===== config.mk =====
export PLATFORM = sky130hd
export DESIGN_NAME = fetch_decode_reg_flat
export DESIGN_NICKNAME = d
export VERILOG_FILES = /design/src/rtl/fetch_decode_reg_if.sv /design/src/rtl/fetch_decode_reg.sv /design/src/flat_wrapper.sv
export SDC_FILE = /design/constraint.sdc
export NUM_CORES = 1
export LEC_CHECK = 0
export BUFFER_PORTS_ARGS = -buffer_cell sky130_fd_sc_hd__buf_4
export CORE_ASPECT_RATIO = 2
export CORE_MARGIN = 1
export CORE_UTILIZATION = 40
export CTS_CLUSTER_DIAMETER = 60
export DETAILED_ROUTE_END_ITERATION = 10
export GPL_TIMING_DRIVEN = 0
export HOLD_SLACK_MARGIN = 0.08
export PLACE_DENSITY = 0.67
export RECOVER_POWER = 100
export SLEW_MARGIN = 20
export SYNTH_ARGS = -nofsm -noshare
export SYNTH_HDL_FRONTEND = slang
export SYNTH_SLANG_ARGS = --single-unit

===== constraint.sdc =====
create_clock -name clk -period 2.05 [get_ports clk]
set_clock_uncertainty 0.1 [all_clocks]
set_input_delay 0.41 -clock clk [delete_from_list [all_inputs] [get_ports clk]]
set_output_delay 0.41 -clock clk [all_outputs]
set_load 0.03 [all_outputs]

===== src/rtl/fetch_decode_reg_if.sv =====
// IF/ID boundary bundle: fetch-side bytes and controls in,
// decode-side instruction slot and interrupt sequencing out.
interface fetch_decode_reg_if;
  logic [7:0] instruction;
  logic [7:0] immediate;
  logic [7:0] pc;
  logic       intr_in;
  logic       d_stall;
  logic       flush;
  logic       immediate_enabled;
  logic       f_stall;
  logic       intr_active;
  logic       intr_ack;
  logic       id_valid;
  logic [7:0] id_instr;
  logic [7:0] id_imm;
  logic [7:0] id_ret_pc;

  modport master (
    output instruction, immediate, pc,
    output intr_in, d_stall, flush,
    input  immediate_enabled, f_stall,
    input  intr_active, intr_ack,
    input  id_valid, id_instr, id_imm, id_ret_pc
  );

  modport slave (
    input  instruction, immediate, pc,
    input  intr_in, d_stall, flush,
    output immediate_enabled, f_stall,
    output intr_active, intr_ack,
    output id_valid, id_instr, id_imm, id_ret_pc
  );
endinterface


===== src/rtl/fetch_decode_reg.sv =====
// IF/ID pipeline register with branch-flush bubbles and
// interrupt entry sequencing (inject push-PC, drain, ack).
module fetch_decode_reg #(
  parameter logic [15:0] IMM_OP_MASK = 16'h1000,
  parameter logic [7:0]  INTR_OPCODE = 8'hB8,
  parameter int unsigned INTR_DRAIN  = 2
) (
  input logic              clk,
  input logic              reset,
  fetch_decode_reg_if.slave bus
);

  typedef enum logic [1:0] {
    IDLE,
    INJECT,
    DRAIN,
    ACK
  } state_t;

  localparam logic [1:0] DRAIN_LAST = 2'(INTR_DRAIN - 1);

  state_t     state;
  logic       pending;
  logic [1:0] drain_cnt;
  logic       active_q;
  logic       ack_q;

  logic       imm_en;
  logic [7:0] ret_pc;
  logic       start_inject;
  logic       enter_ack;

  always_comb begin
    imm_en = IMM_OP_MASK[bus.instruction[7:4]];
    ret_pc = bus.pc + (imm_en ? 8'd2 : 8'd1);
  end

  assign start_inject = (state == IDLE) & pending &
                        ~bus.flush & ~bus.d_stall;

  assign enter_ack = (state == DRAIN) & ~bus.flush &
                     ~bus.d_stall & (drain_cnt == DRAIN_LAST);

  assign bus.immediate_enabled = imm_en;
  assign bus.f_stall           = bus.d_stall | active_q;
  assign bus.intr_active       = active_q;
  assign bus.intr_ack          = ack_q;

  // Clearing on ACK entry keeps a still-high level from re-arming
  // the request that is being serviced.
  always_ff @(posedge clk) begin
    if (reset) begin
      pending <= 1'b0;
    end else if (enter_ack) begin
      pending <= 1'b0;
    end else begin
      pending <= pending | bus.intr_in;
    end
  end

  always_ff @(posedge clk) begin
    if (reset) begin
      state     <= IDLE;
      drain_cnt <= 2'd0;
      active_q  <= 1'b0;
      ack_q     <= 1'b0;
    end else begin
      unique case (state)
        IDLE: begin
          if (start_inject) begin
            state    <= INJECT;
            active_q <= 1'b1;
          end
        end
        INJECT: begin
          drain_cnt <= 2'd0;
          if (bus.flush) begin
            state    <= IDLE;
            active_q <= 1'b0;
          end else begin
            state <= DRAIN;
          end
        end
        DRAIN: begin
          if (bus.flush) begin
            state    <= IDLE;
            active_q <= 1'b0;
          end else if (!bus.d_stall) begin
            if (drain_cnt == DRAIN_LAST) begin
              state <= ACK;
              ack_q <= 1'b1;
            end else begin
              drain_cnt <= drain_cnt + 2'd1;
            end
          end
        end
        ACK: begin
          // Fetch takes the vector on the first unstalled ACK cycle.
          if (bus.flush || !bus.d_stall) begin
            state    <= IDLE;
            active_q <= 1'b0;
            ack_q    <= 1'b0;
          end
        end
      endcase
    end
  end

  always_ff @(posedge clk) begin
    if (reset) begin
      bus.id_valid  <= 1'b0;
      bus.id_instr  <= 8'h00;
      bus.id_imm    <= 8'h00;
      bus.id_ret_pc <= 8'h00;
    end else if (bus.flush) begin
      bus.id_valid  <= 1'b0;
      bus.id_instr  <= 8'h00;
      bus.id_imm    <= 8'h00;
      bus.id_ret_pc <= 8'h00;
    end else if (bus.d_stall) begin
      bus.id_valid  <= bus.id_valid;
      bus.id_instr  <= bus.id_instr;
      bus.id_imm    <= bus.id_imm;
      bus.id_ret_pc <= bus.id_ret_pc;
    end else if (start_inject) begin
      // Return to the un-latched pc so it is fetched again.
      bus.id_valid  <= 1'b1;
      bus.id_instr  <= INTR_OPCODE;
      bus.id_imm    <= 8'h00;
      bus.id_ret_pc <= bus.pc;
    end else if (state == IDLE) begin
      bus.id_valid  <= 1'b1;
      bus.id_instr  <= bus.instruction;
      bus.id_imm    <= imm_en ? bus.immediate : 8'h00;
      bus.id_ret_pc <= ret_pc;
    end else begin
      bus.id_valid  <= 1'b0;
      bus.id_instr  <= 8'h00;
      bus.id_imm    <= 8'h00;
      bus.id_ret_pc <= 8'h00;
    end
  end

endmodule


===== src/flat_wrapper.sv =====
// flat-port wrapper written by rule: the top's interface ports become plain ports
module fetch_decode_reg_flat 
#(
  parameter logic [15:0] IMM_OP_MASK = 16'h1000,
  parameter logic [7:0]  INTR_OPCODE = 8'hB8,
  parameter int unsigned INTR_DRAIN  = 2
)
  (clk, reset, bus_instruction, bus_immediate, bus_pc, bus_intr_in, bus_d_stall, bus_flush, bus_immediate_enabled, bus_f_stall, bus_intr_active, bus_intr_ack, bus_id_valid, bus_id_instr, bus_id_imm, bus_id_ret_pc);
  fetch_decode_reg_if bus_i ();
  input logic clk;
  input logic reset;
  input wire logic [$bits(bus_i.instruction)-1:0] bus_instruction;
  input wire logic [$bits(bus_i.immediate)-1:0] bus_immediate;
  input wire logic [$bits(bus_i.pc)-1:0] bus_pc;
  input wire logic [$bits(bus_i.intr_in)-1:0] bus_intr_in;
  input wire logic [$bits(bus_i.d_stall)-1:0] bus_d_stall;
  input wire logic [$bits(bus_i.flush)-1:0] bus_flush;
  output wire logic [$bits(bus_i.immediate_enabled)-1:0] bus_immediate_enabled;
  output wire logic [$bits(bus_i.f_stall)-1:0] bus_f_stall;
  output wire logic [$bits(bus_i.intr_active)-1:0] bus_intr_active;
  output wire logic [$bits(bus_i.intr_ack)-1:0] bus_intr_ack;
  output wire logic [$bits(bus_i.id_valid)-1:0] bus_id_valid;
  output wire logic [$bits(bus_i.id_instr)-1:0] bus_id_instr;
  output wire logic [$bits(bus_i.id_imm)-1:0] bus_id_imm;
  output wire logic [$bits(bus_i.id_ret_pc)-1:0] bus_id_ret_pc;
  assign bus_i.instruction = bus_instruction;
  assign bus_i.immediate = bus_immediate;
  assign bus_i.pc = bus_pc;
  assign bus_i.intr_in = bus_intr_in;
  assign bus_i.d_stall = bus_d_stall;
  assign bus_i.flush = bus_flush;
  assign bus_immediate_enabled = bus_i.immediate_enabled;
  assign bus_f_stall = bus_i.f_stall;
  assign bus_intr_active = bus_i.intr_active;
  assign bus_intr_ack = bus_i.intr_ack;
  assign bus_id_valid = bus_i.id_valid;
  assign bus_id_instr = bus_i.id_instr;
  assign bus_id_imm = bus_i.id_imm;
  assign bus_id_ret_pc = bus_i.id_ret_pc;
  fetch_decode_reg #(.IMM_OP_MASK(IMM_OP_MASK), .INTR_OPCODE(INTR_OPCODE), .INTR_DRAIN(INTR_DRAIN)) u_core (.clk(clk), .reset(reset), .bus(bus_i));
endmodule

==> flow_summary.ini <==
[outcome]
outcome = finished, final reports clean

[yosys]
synth.cell_area_mm2 = 0.00161
ys_types = 38
syn-instance-count = 182
yosysTopAreaCellShare_pct = 39.8
yosysWarnings = 0
avgSynthCellArea_um2 = 8.83
synth_seq_cells = 32
yosysSeqAreaShare_pct = 39.8
synthesis.nets = 220
ys_top_cells_by_area = dfxtp_1 (40%), a22oi_1 (6.5%), ha_1 (6.2%), nor2_1 (5.1%), o21ai_0 (3.4%)
yosys.area.top_type = dfxtp_1

[sta]
fin_crit_ns = 1.95
final.setup.tns_ns = 0
grt_setup_unrepaired = false
report.final.slew_viol_count = 0
worst_pin_slew_ns = 0.543
hold_viol_final = 0
setup_viol = 0
timing.final.crit_share_pct = 95.1
fmax_ghz = 0.513
slew_headroom_pct = 63.6

[global_routing]
grt_usage_pct = 21.1
first_global_vias = 1450
globalRouteOverflowTotal = 0
grt_pass1_wl_um = 6560
grt_start_max_net_pins = 11
antenna_found_initial = 0

[setup_path]
cp-start-kind = primary input
r2r_cells = 7
arrival_ns = 2.02
path_max_fanout = 4
worstSetupEndpointType = register
worst_ep_required_time_ns = 2.12
worst-setup-path-type = primary input to register

[clock_tree]
clockBufferDepth = 2
cts_tree = done
cts_made_buffers = 5
cts_sinks = 32
insertion_delay_ns = 0.28
cts_setup_buffers = 0
clk_pin_slew_ns = 0.07
htree_levels = 2
ctsRootBufferMaster = clkbuf_8

[final_layout]
drive_gt1_share_pct = 19.6
finalInstanceArea_mm2 = 0.00207
final.fill_count = 410
multiInputGateArea_um2 = 863
post-route-util_pct = 54.0
diodes = 0
syn_to_final_growth_pct = 29.0
finalNetCount = 282
fin_cells = 296
seq_area_um2 = 641

[route]
viasPerCell = 5.12
drc = 0
wire_per_inst_um = 13.5
wl_um = 4000
drt_iter0_drc = 32
ant_nets = 0
vias = 1515
dr.pass1.iters = 6

[floorplan]
initial_core_util_pct = 41.8
fp.dieH_um = 91.7
num_rows = 32
fp.dieW_um = 46.8
io_pins = 58
core_mm2 = 0.00384
die-area_mm2 = 0.00429

[worst_hold_path]
hold_path_class = primary input to register
holdPathStages = 3

[job]
maxCapViolCount = 0

[power]
vdd_drop_max_mv = 0.493
cellPowerDensity_mw_per_mm2 = 736
p_total_w = 0.00153
p_leak_nw = 0.811

[placed_design]
port_buffers = 55
place_inst = 288
finalWeightedCongestion = 0.837
post_dp_cell_area_mm2 = 0.00208
dp_hpwl_um = 3080
-- cell type report --
cell class | count | share of cell area [%]
multi-input combinational | 129 | 41.6
sequential | 32 | 30.9
timing repair buffer | 55 | 14.8
clock buffer | 6 | 3.50
tap | 51 | 3.08
buffer | 11 | 2.59
inverter | 10 | 1.81
clock inverter | 2 | 1.69
-- stage by stage --
stage	hold slack (ns)	worst slack, ns
floorplan	0.385	0.0497
global placement	0.349	-0.203
detailed placement	0.357	-0.213
CTS	0.245	0.0878
global route	0.251	0.00973
finish	0.255	0.0999
-- power breakdown --
part / internal [W] / switching (W) / total [W]
clock network: 0.000361 / 0.000238 / 0.000599
registers: 0.000644 / 0.0000128 / 0.000656
logic: 0.000111 / 0.000161 / 0.000272
-- final timing paths --
kind                          start                 endpoint  slack [ns]
max reg2reg         u_core.state[0]     u_core.bus.id_imm[7]        0.27
min reg2reg  u_core.bus.id_instr[5]   u_core.bus.id_instr[5]        0.36
min                bus_immediate[5]     u_core.bus.id_imm[5]        0.26
max              bus_instruction[7]  u_core.bus.id_ret_pc[6]         0.1
-- timing repair --
action,in CTS,in global routing
hold buffers,0,0
resized for setup,0,1
endpoints found under the setup margin,0,1
-- critical path, stage by stage --
cell       delay [ns]
buf_4            0.12
nand4bb_1        0.22
ha_1             0.23
inv_1            0.06
fa_1             0.44
nor4b_2          0.33
xnor2_1          0.14
o21ai_0          0.08
-- flip-flops by register name (all words and copies together) (netlist names) --
register,count
u_core.bus.id_imm,8
u_core.bus.intr_active,1
u_core.bus.id_ret_pc,8
u_core.bus.id_instr,8
u_core.drain_cnt,2
u_core.state,2
u_core.bus.id_valid,1
u_core.pending,1
u_core.bus.intr_ack,1
-- synth_stat cells --
cell and number:
nor4b_2 1, o211ai_1 6, ha_1 8, nand4_1 1, nand2_1 11, nor3_1 3, a222oi_1 1, o21a_1 1
nor2b_1 2, a311oi_1 1, buf_1 1, inv_1 10, a21oi_1 9, buf_6 2, mux2_2 2, nand3_1 6
nor2_1 22, nor3_2 1, or3b_4 1, nand4bb_1 2, xor2_1 3, buf_2 5, a21o_1 3, nand2b_1 7
a221oi_2 1, mux2i_1 3, o21ai_0 11, dfxtp_1 32, a32o_1 1, or2_2 2, a211oi_1 1, a31o_2 1
clkbuf_1 3, a22oi_1 14, o31ai_1 1, fa_1 1, and4_1 1, xnor2_1 1
-- kinds of logic after synthesis --
logic type | count (synthesis) | share of synthesized area (%)
adders and majority gates | 9 | 7.47
buffers and inverters | 21 | 6.23
DFF | 32 | 39.8
xor gates and xnor gates | 4 | 2.18
muxes | 5 | 3.27
AOI/OAI and AO/OA | 51 | 21.6
and+or+nand+nor | 60 | 19.4
-- per-layer routing --
metal	routed length, um	global-route usage (%)
met2	2230	35.6
met1	1500	22.5
met4	118	13.1
met3	153	3.35
met5	0	0
-- cell usage in the layout (no fill, tap or decap), types with 6 or more instances in the layout --
| master | count |
|---|---|
| clkbuf_1 | 34 |
| dfxtp_1 | 32 |
| buf_4 | 26 |
| nor2_1 | 22 |
| a22oi_1 | 14 |
| nand2_1 | 11 |
| o21ai_0 | 11 |
| inv_1 | 10 |
| a21oi_1 | 9 |
| ha_1 | 8 |
| nand2b_1 | 7 |
| o211ai_1 | 6 |
| nand3_1 | 6 |
(Power assumes the default switching activity.)
